--- src/rtl/mem_port_arbiter.sv ---
// Two-requester (fetch/data) arbiter onto a single fixed-latency synchronous memory port.
// Data has priority; fetch is forced through after MAX_D consecutive data wins while it waits.
module mem_port_arbiter #(
    parameter int unsigned MEM_LAT = 2,
    parameter int unsigned MAX_D   = 3
) (
    input  logic        clk,
    input  logic        reset,
    input  logic        if_req,
    input  logic [15:0] if_addr,
    output logic        if_gnt,
    output logic        if_valid,
    output logic [15:0] if_rdata,
    input  logic        d_req,
    input  logic        d_we,
    input  logic [15:0] d_addr,
    input  logic [15:0] d_wdata,
    output logic        d_gnt,
    output logic        d_valid,
    output logic [15:0] d_rdata,
    output logic        m_en,
    output logic        m_we,
    output logic [15:0] m_addr,
    output logic [15:0] m_wdata,
    input  logic [15:0] m_rdata,
    output logic        stall_if,
    output logic        busy
);

    localparam logic [1:0] IDLE  = 2'd0;
    localparam logic [1:0] ISSUE = 2'd1;
    localparam logic [1:0] WAIT  = 2'd2;
    localparam logic [1:0] DONE  = 2'd3;

    localparam logic [1:0] STARVE_MAX = 2'(MAX_D);
    localparam logic [2:0] LAT_LOAD   = 3'(MEM_LAT - 1);

    logic [1:0] state;
    logic [1:0] starve_cnt;
    logic [2:0] lat_cnt;
    logic       win_fetch;
    logic       any_req;
    logic       fetch_wins;

    assign any_req    = if_req | d_req;
    assign fetch_wins = if_req & (~d_req | (starve_cnt == STARVE_MAX));

    // Fetch stops stalling only in the cycle its grant is presented.
    assign stall_if = if_req & ~((state == ISSUE) & win_fetch);

    always_ff @(posedge clk or posedge reset) begin
        if (reset) begin
            state      <= IDLE;
            starve_cnt <= 2'd0;
            lat_cnt    <= 3'd0;
            win_fetch  <= 1'b0;
            if_gnt     <= 1'b0;
            d_gnt      <= 1'b0;
            if_valid   <= 1'b0;
            d_valid    <= 1'b0;
            m_en       <= 1'b0;
            m_we       <= 1'b0;
            busy       <= 1'b0;
            m_addr     <= 16'h0000;
            m_wdata    <= 16'h0000;
            if_rdata   <= 16'h0000;
            d_rdata    <= 16'h0000;
        end else begin
            if_gnt   <= 1'b0;
            d_gnt    <= 1'b0;
            if_valid <= 1'b0;
            d_valid  <= 1'b0;
            m_en     <= 1'b0;

            case (state)
                IDLE: begin
                    if (any_req) begin
                        state     <= ISSUE;
                        busy      <= 1'b1;
                        m_en      <= 1'b1;
                        lat_cnt   <= LAT_LOAD;
                        win_fetch <= fetch_wins;
                        if (fetch_wins) begin
                            if_gnt     <= 1'b1;
                            m_addr     <= if_addr;
                            m_we       <= 1'b0;
                            starve_cnt <= 2'd0;
                        end else begin
                            d_gnt  <= 1'b1;
                            m_addr <= d_addr;
                            m_we   <= d_we;
                            if (d_we) begin
                                m_wdata <= d_wdata;
                            end
                            if (!if_req) begin
                                starve_cnt <= 2'd0;
                            end else if (starve_cnt != STARVE_MAX) begin
                                starve_cnt <= starve_cnt + 2'd1;
                            end
                        end
                    end
                end

                ISSUE: begin
                    state <= WAIT;
                end

                WAIT: begin
                    if (lat_cnt == 3'd0) begin
                        state <= DONE;
                        if (win_fetch) begin
                            if_valid <= 1'b1;
                            if_rdata <= m_rdata;
                        end else begin
                            d_valid <= 1'b1;
                            // A store completes without touching the load data register.
                            if (!m_we) begin
                                d_rdata <= m_rdata;
                            end
                        end
                    end else begin
                        lat_cnt <= lat_cnt - 3'd1;
                    end
                end

                DONE: begin
                    state <= IDLE;
                    busy  <= 1'b0;
                    m_we  <= 1'b0;
                end
            endcase
        end
    end

endmodule
--- config.mk ---
export PLATFORM = sky130hd
export DESIGN_NAME = mem_port_arbiter
export DESIGN_NICKNAME = d
export VERILOG_FILES = /design/src/rtl/mem_port_arbiter.sv
export SDC_FILE = /design/constraint.sdc
export NUM_CORES = 1
export LEC_CHECK = 0
export CAP_MARGIN = 0
export CORE_MARGIN = 1.5
export CORE_UTILIZATION = 46
export CTS_BUF_LIST = sky130_fd_sc_hd__clkbuf_4 sky130_fd_sc_hd__clkbuf_8 sky130_fd_sc_hd__clkbuf_16
export CTS_CLUSTER_SIZE = 14
export DETAILED_ROUTE_END_ITERATION = 7
export GPL_ROUTABILITY_DRIVEN = 0
export PLACE_DENSITY = 0.86
export SLEW_MARGIN = 20
export SYNTH_ARGS = -nofsm -noshare
export SYNTH_HDL_FRONTEND = slang
export SYNTH_SLANG_ARGS = --single-unit
export TNS_END_PERCENT = 5
--- constraint.sdc ---
create_clock -name clk -period 4.8 [get_ports clk]
set_input_delay 0.96 -clock clk [delete_from_list [all_inputs] [get_ports clk]]
set_output_delay 0.96 -clock clk [all_outputs]
set_load 0.05 [all_outputs]
Word level (Yosys, flattened, before mapping)

Index checks and enable logic that the tools add are counted.

Input port bits: 69
Output and inout port bits: 72
Flip-flop bits (word level): 79
Bits in latches: 0
Logic and storage cells: 77
Memories kept: 0
ROM bits: 0
Memory bits (writable): 0

Reductions and logical operators: 12
Equal/unequal tests: 9
Add/sub/neg operators: 2
Div/mod/pow operators: 0
Magnitude comparators: 0
Bitwise logic cells: 10
Shift-type cells: 0
$mul: 0
Multiplexer cells: 29

Operators by type and width:

| operator              | count |
|---|---|
| $mux W1               | 17 |
| $mux W16              | 1 |
| $mux W2               | 5 |
| $reduce_and A3 Y1     | 3 |
| $ne A2 B2 Y1 const B  | 4 |
| $pmux W2 S4           | 1 |
| $reduce_and A4 Y1     | 2 |
| $eq A2 B2 Y1 const B  | 3 |
| $mux W3               | 2 |
| $pmux W3 S2           | 1 |
| $reduce_and A2 Y1     | 3 |
| $not A1 Y1            | 5 |
| $pmux W1 S2           | 2 |
| $reduce_bool A2 Y1    | 2 |
| $and A1 B1 Y1         | 3 |
| $logic_not A3 Y1      | 1 |
| $ne A3 B1 Y1 const B  | 1 |
| $sub A3 B1 Y3 const B | 1 |
| $add A2 B1 Y2 const B | 1 |
| $eq A2 B1 Y1 const B  | 1 |
| $logic_not A2 Y1      | 1 |
| $or A1 B1 Y1          | 2 |

Depth between registers and ports, before layout

Gate-level depths: netlist of run 1.

Depth after elaboration: 6
Mapped depth: 7
Mapped depth without buffers: 6

Worst setup path before layout of run 1

No wires, ideal clock.

Path kind: input-to-output
Start: input if_req
End: output stall_if
Required time: 3840 ps
Stages on the path: 3
Slack: 1854 ps
Arrival time: 1986 ps
Path buffers: 1
Cell sequence: inv_1 > clkbuf_1 > a21oi_1

Longest elaborated chain between the ends: 1

Ends and longest elaborated chain:

| element            | line | RTL |
|---|---|---|
| start: declaration | 9    | `input logic if_req,` |
| $and A1 B1 Y1      | 49   | `assign stall_if = if_req & ~((state == ISSUE) & win_fetch);` |
| end: declaration   | 26   | `output logic stall_if,` |

Every way passes these cells.

Final worst setup path of run 1

Same ends and word-level chain as after synthesis.

==> impl_metrics.env, run 1 <==
export IMPL_status="finished, final reports clean"
export IMPL_p_clk_frac=0.145
export IMPL_cpLargestDelayFamily="buffers and inverters"
export IMPL_first_pass_iters=4
export IMPL_syn_inst=261
export IMPL_antenna_found_initial=0
export IMPL_grt_overflow=0
export IMPL_worst_pin_slew_ps=831.8
export IMPL_dp_cells=487
export IMPL_synthDominantCellAreaShare=0.5898
export IMPL_syn_avg_cell_area_um2=12.84
export IMPL_fp_dieH_um=88.37
export IMPL_drv_cap=0
export IMPL_p_int_mw=2.164
export IMPL_port_buffer_count=140
export IMPL_clkSinkCount=79
export IMPL_ctsRootBufferMaster="clkbuf_8"
export IMPL_fin_crit_ps=3951
export IMPL_nNetsFinal=479
export IMPL_synth_nets=338
export IMPL_grt_pass1_vias=2718
export IMPL_setup_viol=0
export IMPL_final_common_cell="clkdlybuf4s50_1"
export IMPL_powerDensity_nw_per_um2=800.8
export IMPL_maxSlewViolCount=0
export IMPL_seqPwrFrac=0.284
export IMPL_synth_top_cell_by_area="dfrtp_1"
export IMPL_cp_end_kind="output port"
export IMPL_synth_area_um2=3352
export IMPL_via_count=2638
export IMPL_slowest_delay_ps=830
export IMPL_cts_max_level=3
export IMPL_cellLeakagePower_nw=2.161
export IMPL_place_area_um2=4825
export IMPL_mostFrequentLayoutCells="clkdlybuf4s50_1 (140), dfrtp_1 (79), mux2_2 (29)"
export IMPL_clockBufferDepth=2
export IMPL_die_x_um=88.37
export IMPL_skew_ps=8.875
export IMPL_final_area_um2=5065
export IMPL_row_count=30
export IMPL_stdcell_count=503
export IMPL_crit_type="input port to output port"
export IMPL_initial_utilization=0.4853
export IMPL_dieArea_um2=7808
export IMPL_slowest_stage="clkdlybuf4s50_1"
export IMPL_vias_per_cell=5.245
export IMPL_cts_tree="done"
export IMPL_switchingPower_mw=1.892
export IMPL_hpwl_um=5687
export IMPL_start_kind="input port"
export IMPL_swShare=0.4664
export IMPL_ys_types=35
export IMPL_clk_insertion_delay_late_ps=340
export IMPL_critical_path_required_ps=3840
export IMPL_fmax_mhz=253.1
export IMPL_ant_nets=0
export IMPL_finalHoldViolations=0
export IMPL_postCtsSetupRepairBufs=0
export IMPL_ys_seq_area_frac=0.5898
export IMPL_drive_gt1_frac=0.1351
export IMPL_wirelength_um=7898
export IMPL_cts_clk_slew_worst_paths_ps=70
export IMPL_crit_arrival_ps=2990
export IMPL_ys_ff_latch=79
export IMPL_combPwrFrac=0.570
export IMPL_grt_pass1_wl_um=12260
export IMPL_final_util=0.7333
export IMPL_path_max_fanout=23
export IMPL_seq_area_um2=1977
export IMPL_ctsHoldBuffers=0
export IMPL_period_share=0.8232
export IMPL_cts_resized=0
export IMPL_hp_class="register to register"
export IMPL_cts_buffers=9
export IMPL_cp_common_cell="clkdlybuf4s50_1"
export IMPL_relSlewSlack=0.4448
export IMPL_worstPathCellList="clkdlybuf4s50_1 > buf_4 > inv_1 > a21oi_1 > clkdlybuf4s50_1"
export IMPL_multi_input_area_um2=1269
export IMPL_initialDrtViolationCount=109
export IMPL_ir_drop_mv=0.4240
export IMPL_grt_total_usage=0.2051
export IMPL_diodes=0
export IMPL_fillCellCount=521
export IMPL_boundaryPins=141
export IMPL_area_growth_synth_to_final_pct=51.10
export IMPL_core_um2=6907
export IMPL_synth_area_top_cells="dfrtp_1 (59%), mux2_2 (9.7%), mux2_1 (7.1%)"
export IMPL_drc_errors=0
export IMPL_critPathBufInv=4
export IMPL_setup_tns_ps=0
export IMPL_grt_max_degree=49
export IMPL_rsz0062_at_grt="false"
export IMPL_yosysWarnings=0
export IMPL_post_drt_wl_per_cell_um=15.70
-- metal layers --
metal | track usage | share of wire
met2 | 0.3553 | 0.48
met1 | 0.2457 | 0.41
met4 | 0.04972 | 0.010
met3 | 0.07276 | 0.094
met5 | 0 | 0
-- power by group through the flow --
stage	combinational, mW	clock [mW]	sequential, mW
after floorplan	0.537	0	2.17
after global placement	2.29	0	1.15
after detailed placement	2.32	0	1.17
after CTS	2.33	0.599	1.16
after global routing	2.43	0.625	1.19
final	2.31	0.589	1.15
-- path summary, 6_finish.rpt --
kind	from	endpoint	slack, ps	cells after the start
min	d_rdata[0]	d_rdata[0]	490	1
max in group asynchronous	reset	if_rdata[8]	2800	3
max reg2reg	state[0]	d_rdata[12]	2510	5
min in group asynchronous	reset	m_wdata[3]	1070	2
min reg2reg	d_rdata[0]	d_rdata[0]	490	1
max	if_req	stall_if	850	5
-- registers in the layout, summed over array words and instances, names as in the netlist, 2 cells and up --
| name | count |
|---|---|
| starve_cnt | 2 |
| if_rdata | 16 |
| m_wdata | 16 |
| state | 2 |
| d_rdata | 16 |
| m_addr | 16 |
| lat_cnt | 3 |
-- synthesized netlist by cell type --
library cell	count
dfrtp_1	79
mux2_2	29
mux2_1	21
o21ai_0	20
a21oi_1	19
nor2_1	18
a31oi_1	16
ha_1	8
inv_1	8
buf_2	7
and3_1	4
nand2_1	4
clkbuf_1	3
a211o_1	2
buf_6	2
nand2b_1	2
a21o_1	1
a221oi_1	1
a22o_1	1
and2b_1	1
and2b_2	1
buf_1	1
clkinv_1	1
nand2b_4	1
nand3_4	1
nand4_4	1
nor3_1	1
nor3_4	1
nor3b_2	1
nor4_1	1
nor4b_1	1
o21ai_1	1
o22ai_1	1
o32a_1	1
or3b_1	1
-- metrics by stage --
step | setup slack [ps] | power, mW | hold WS, ps
after floorplan | 1817 | 2.703 | 473.5
after global placement | 932.0 | 3.438 | 466.3
after detailed placement | 866.1 | 3.490 | 476.0
after CTS | 856.5 | 4.085 | 493.0
after global routing | 779.6 | 4.244 | 510.6
final | 848.5 | 4.056 | 488.8
-- cell families (layout without fill, tap and decap cells) --
family | count (synthesis) | count (layout) | synth area share
DFF | 79 | 79 | 0.5898
AOI/OAI and AO/OA | 63 | 63 | 0.1071
muxes | 50 | 50 | 0.1680
and+or+nand+nor | 39 | 39 | 0.07353
buffers and inverters | 22 | 168 | 0.03172
adders and majority gates | 8 | 8 | 0.02986
-- final cells by class --
type | count | share of cell area
well taps | 96 | 0.02372
multi-input cells | 160 | 0.2505
repair buffers | 143 | 0.2811
flip-flops and latches | 79 | 0.3903
clock buffers | 10 | 0.02594
clock inverters | 6 | 0.02149
inverters | 9 | 0.006917
No activity file was read; power rests on OpenSTA's default activity.
==> run 2: changes to the inputs <==
--- a/config.mk
+++ b/config.mk
@@ -7,12 +7,12 @@
 export LEC_CHECK = 0
 export CAP_MARGIN = 0
 export CORE_MARGIN = 1.5
-export CORE_UTILIZATION = 46
+export CORE_UTILIZATION = 38
 export CTS_BUF_LIST = sky130_fd_sc_hd__clkbuf_4 sky130_fd_sc_hd__clkbuf_8 sky130_fd_sc_hd__clkbuf_16
 export CTS_CLUSTER_SIZE = 14
 export DETAILED_ROUTE_END_ITERATION = 7
 export GPL_ROUTABILITY_DRIVEN = 0
-export PLACE_DENSITY = 0.86
+export PLACE_DENSITY = 0.76
 export SLEW_MARGIN = 20
 export SYNTH_ARGS = -nofsm -noshare
 export SYNTH_HDL_FRONTEND = slang
==> constraint.sdc (replaced) <==
create_clock -name clk -period 3.3 [get_ports clk]
set_input_delay 0.66 -clock clk [delete_from_list [all_inputs] [get_ports clk]]
set_output_delay 0.66 -clock clk [all_outputs]
set_load 0.05 [all_outputs]
==> impl_metrics.env, run 2 (synthesis gave the netlist of run 1 again) <==
export IMPL_first_pass_iters=4
export IMPL_critical_path_required_ps=2640
export IMPL_power_total_mw=5.756
export IMPL_core_um2=8636
export IMPL_cts_buffers=9
export IMPL_fin_crit_ps=2528
export IMPL_start_kind="input port"
export IMPL_combPwrFrac=0.585
export IMPL_relSlewSlack=0.4463
export IMPL_rsz0062_at_grt="false"
export IMPL_status="finished, final reports clean"
export IMPL_final_util=0.5850
export IMPL_seqPwrFrac=0.294
export IMPL_grt_pass1_vias=2660
export IMPL_worst_pin_slew_ps=827.9
export IMPL_hp_start="d_rdata[9]"
export IMPL_place_area_um2=4862
export IMPL_stdcell_count=514
export IMPL_grt_total_usage=0.1709
export IMPL_drive_gt1_frac=0.1355
export IMPL_post_drt_wl_per_cell_um=15.55
export IMPL_period_share=0.7661
export IMPL_grt_pass1_wl_um=12960
export IMPL_place_ws_ps=788.3
export IMPL_fillCellCount=721
export IMPL_nNetsFinal=479
export IMPL_final_common_cell="clkdlybuf4s50_1"
export IMPL_antenna_found_initial=0
export IMPL_hpwl_um=5708
export IMPL_startpoint="if_req"
export IMPL_multi_input_area_um2=1269
export IMPL_wirelength_um=7992
export IMPL_vias_per_cell=5.249
export IMPL_drv_cap=0
export IMPL_clockBufferDepth=2
export IMPL_dieArea_um2=9393
export IMPL_p_int_mw=3.000
export IMPL_via_count=2698
export IMPL_cts_resized=0
export IMPL_powerDensity_nw_per_um2=1139
export IMPL_p_clk_frac=0.121
export IMPL_row_count=34
export IMPL_clk_insertion_delay_late_ps=340
export IMPL_seq_area_um2=1977
export IMPL_final_area_um2=5052
export IMPL_area_growth_synth_to_final_pct=50.73
export IMPL_cp_end_kind="output port"
export IMPL_r2r_start="state[0]"
export IMPL_drc_errors=0
export IMPL_port_buffer_count=140
export IMPL_maxSlewViolCount=0
export IMPL_crit_arrival_ps=1870
export IMPL_path_max_fanout=18
export IMPL_clkSinkCount=79
export IMPL_setup_viol=0
export IMPL_switchingPower_mw=2.756
export IMPL_ant_nets=0
export IMPL_grt_max_degree=44
export IMPL_layout_setup_ws_ps=771.7
export IMPL_cts_tree="done"
export IMPL_timing_hold_ws_ps=491.7
export IMPL_dp_cells=499
export IMPL_hp_class="register to register"
export IMPL_skew_ps=12.04
export IMPL_postCtsSetupRepairBufs=0
export IMPL_initial_utilization=0.3881
export IMPL_mostFrequentLayoutCells="clkdlybuf4s50_1 (139), dfrtp_1 (79), mux2_2 (29)"
export IMPL_cts_clk_slew_worst_paths_ps=70
export IMPL_crit_type="input port to output port"
export IMPL_die_x_um=96.92
export IMPL_grt_overflow=0
export IMPL_ctsRootBufferMaster="clkbuf_8"
export IMPL_setup_tns_ps=0
export IMPL_fmax_mhz=395.5
export IMPL_ir_drop_mv=0.5082
export IMPL_finalHoldViolations=0
export IMPL_diodes=0
export IMPL_cellLeakagePower_nw=2.139
export IMPL_fp_dieH_um=96.92
export IMPL_boundaryPins=141
export IMPL_initialDrtViolationCount=116
export IMPL_cts_max_level=3
export IMPL_swShare=0.4788
export IMPL_ctsHoldBuffers=0
run 2: power groups by stage:
stage | Combinational, mW | Sequential (mW) | Clock [mW]
2_1_floorplan | 0.782 | 3.15 | 0
3_3_place_gp | 3.32 | 1.69 | 0
3_5_place_dp | 3.39 | 1.71 | 0
4_1_cts | 3.39 | 1.70 | 0.717
5_1_grt | 3.52 | 1.75 | 0.762
6_report | 3.37 | 1.69 | 0.696
run 2: worst paths after layout:
kind / to / slack (ps) / depth (start not counted)
max: stall_if / 770 / 4
min: d_rdata[9] / 490 / 1
max reg2reg: d_rdata[11] / 990 / 5
min reg2reg: d_rdata[9] / 490 / 1
max in group asynchronous: m_wdata[14] / 1910 / 3
min in group asynchronous: if_rdata[10] / 750 / 2
run 2: layer usage:
| metal | GRT usage | vias to the layer above | share of wire |
|---|---|---|---|
| li1 | - | 1215 | - |
| met1 | 0.2193 | 1326 | 0.43 |
| met2 | 0.2722 | 132 | 0.48 |
| met3 | 0.03974 | 25 | 0.065 |
| met4 | 0.08473 | 0 | 0.031 |
| met5 | 0 | - | 0 |
run 2: critical path: stages:
cell and delay [ps]:
clkdlybuf4s50_1 480, inv_1 240, a21oi_1 310, buf_12 180
run 2: layout make-up:
| class | count | area share |
|---|---|---|
| Clock buffer | 10 | 0.02600 |
| Clock inverter | 5 | 0.01164 |
| Inverter | 9 | 0.006934 |
| Multi-Input combinational cell | 160 | 0.2511 |
| Sequential cell | 79 | 0.3913 |
| Tap cell | 108 | 0.02675 |
| Timing Repair Buffer | 143 | 0.2863 |
==> run 3: changes to the inputs <==
--- a/config.mk
+++ b/config.mk
@@ -7,12 +7,12 @@
 export LEC_CHECK = 0
 export CAP_MARGIN = 0
 export CORE_MARGIN = 1.5
-export CORE_UTILIZATION = 38
+export CORE_UTILIZATION = 43
 export CTS_BUF_LIST = sky130_fd_sc_hd__clkbuf_4 sky130_fd_sc_hd__clkbuf_8 sky130_fd_sc_hd__clkbuf_16
 export CTS_CLUSTER_SIZE = 14
 export DETAILED_ROUTE_END_ITERATION = 7
 export GPL_ROUTABILITY_DRIVEN = 0
-export PLACE_DENSITY = 0.76
+export PLACE_DENSITY = 0.81
 export SLEW_MARGIN = 20
 export SYNTH_ARGS = -nofsm -noshare
 export SYNTH_HDL_FRONTEND = slang
==> constraint.sdc (replaced) <==
create_clock -name clk -period 2.4 [get_ports clk]
set_input_delay 0.48 -clock clk [delete_from_list [all_inputs] [get_ports clk]]
set_output_delay 0.48 -clock clk [all_outputs]
set_load 0.05 [all_outputs]
==> impl_metrics.env, run 3 (synthesis gave the netlist of run 1 again) <==
export IMPL_post_drt_wl_per_cell_um=14.80
export IMPL_boundaryPins=141
export IMPL_initial_utilization=0.4383
export IMPL_wirelength_um=7609
export IMPL_hp_class="register to register"
export IMPL_ctsRootBufferMaster="clkbuf_8"
export IMPL_grt_overflow=0
export IMPL_diodes=0
export IMPL_mostFrequentLayoutCells="clkdlybuf4s50_1 (139), dfrtp_1 (79), mux2_2 (29)"
export IMPL_cp_end_kind="output port"
export IMPL_slowest_stage="clkdlybuf4s50_1"
export IMPL_cts_resized=0
export IMPL_cts_max_level=3
export IMPL_clkSinkCount=79
export IMPL_r2r_start="state[0]"
export IMPL_grt_max_degree=80
export IMPL_finalHoldViolations=0
export IMPL_hpwl_um=5582
export IMPL_maxSlewViolCount=0
export IMPL_fmax_mhz=466.2
export IMPL_core_um2=7647
export IMPL_worstPathCellList="clkdlybuf4s50_1 > inv_1 > a21oi_1 > buf_12"
export IMPL_rsz0062_at_grt="false"
export IMPL_cts_tree="done"
export IMPL_setup_viol=0
export IMPL_initialDrtViolationCount=63
export IMPL_postCtsSetupRepairBufs=0
export IMPL_period_share=0.8938
export IMPL_final_util=0.6652
export IMPL_start_kind="input port"
export IMPL_worst_r2r_endpoint="state[1]"
export IMPL_drv_cap=0
export IMPL_skew_ps=8.790
export IMPL_clockBufferDepth=2
export IMPL_area_growth_synth_to_final_pct=51.77
export IMPL_ant_nets=0
export IMPL_drive_gt1_frac=0.1481
export IMPL_crit_type="input port to output port"
export IMPL_crit_arrival_ps=1670
export IMPL_drc_errors=0
export IMPL_layout_setup_ws_ps=254.9
export IMPL_worst_pin_slew_ps=532.6
export IMPL_vias_per_cell=5.084
export IMPL_place_ws_ps=278.5
export IMPL_via_count=2613
export IMPL_ir_drop_mv=0.6558
export IMPL_grt_pass1_wl_um=12370
export IMPL_cts_clk_slew_worst_paths_ps=70
export IMPL_hold_path_depth=1
export IMPL_reg2reg_depth=5
export IMPL_fin_crit_ps=2145
export IMPL_path_max_fanout=8
export IMPL_fp_dieH_um=91.29
export IMPL_dieArea_um2=8334
export IMPL_nNetsFinal=484
export IMPL_grt_pass1_vias=2647
export IMPL_reg2reg_slack_ps=640
export IMPL_row_count=32
export IMPL_critical_path_required_ps=1920
export IMPL_whs_endpoint="d_rdata[4]"
export IMPL_powerDensity_nw_per_um2=1556
export IMPL_hp_start="d_rdata[4]"
export IMPL_grt_total_usage=0.1893
export IMPL_setup_tns_ps=0
export IMPL_final_common_cell="clkdlybuf4s50_1"
export IMPL_first_pass_iters=4
export IMPL_die_x_um=91.29
export IMPL_port_buffer_count=140
export IMPL_antenna_found_initial=0
export IMPL_slowest_delay_ps=650
export IMPL_ctsHoldBuffers=0
export IMPL_cts_buffers=9
export IMPL_clk_insertion_delay_late_ps=330
export IMPL_cellLeakagePower_nw=2.168
export IMPL_relSlewSlack=0.6438
export IMPL_status="finished, final reports clean"
==> run 3: cell type report <==
type	count	area (um^2)
Clock buffer	10	131.4
Clock inverter	6	61.31
Fill cell	578	2560
Inverter	9	37.54
Multi-Input combinational cell	160	1269
Sequential cell	79	1977
Tap cell	102	127.6
Timing Repair Buffer	148	1484
==> run 3: worst max path at each step <==
| stage | from | endpoint | slack [ps] | cells past startpoint |
|---|---|---|---|---|
| floorplan | if_req | stall_if | 410 | 3 |
| global placement | if_req | stall_if | 340 | 4 |
| detailed placement | if_req | stall_if | 280 | 4 |
| CTS | if_req | stall_if | 280 | 4 |
| global route | if_req | stall_if | 220 | 4 |
| finish | if_req | stall_if | 250 | 4 |
==> run 3: report_power, final <==
group          total (mW)  switching, mW  internal [mW]
Clock               0.942          0.454          0.489
Combinational        4.66           2.96           1.69
Sequential           2.32          0.347           1.97
Total                7.91           3.76           4.15
==> run 3: critical path, delay by kind of cell <==
family                 cells  cell delay [ps]
buffers and inverters      3              930
AOI/OAI and AO/OA          1              250
==> run 3: metrics by stage <==
step           instances  hold WS [ps]  cell area [um^2]  power, mW
3_5_place_dp         498         480.0              4895      7.031
4_1_cts              514         497.1              5087      7.991
2_1_floorplan        261         473.5              3356      5.405
6_report             514         492.7              5087      7.914
3_3_place_gp         498         466.0              4895      6.914
5_1_grt              514         509.7              5087      8.304
==> run 3: routing by layer <==
| metal | vias to the layer above | global-route usage | routed length [um] |
|---|---|---|---|
| li1 | 1224 | - | - |
| met1 | 1279 | 0.2252 | 3203 |
| met2 | 105 | 0.3308 | 3850 |
| met3 | 5 | 0.04355 | 479 |
| met4 | 0 | 0.07292 | 76 |
| met5 | - | 0 | 0 |
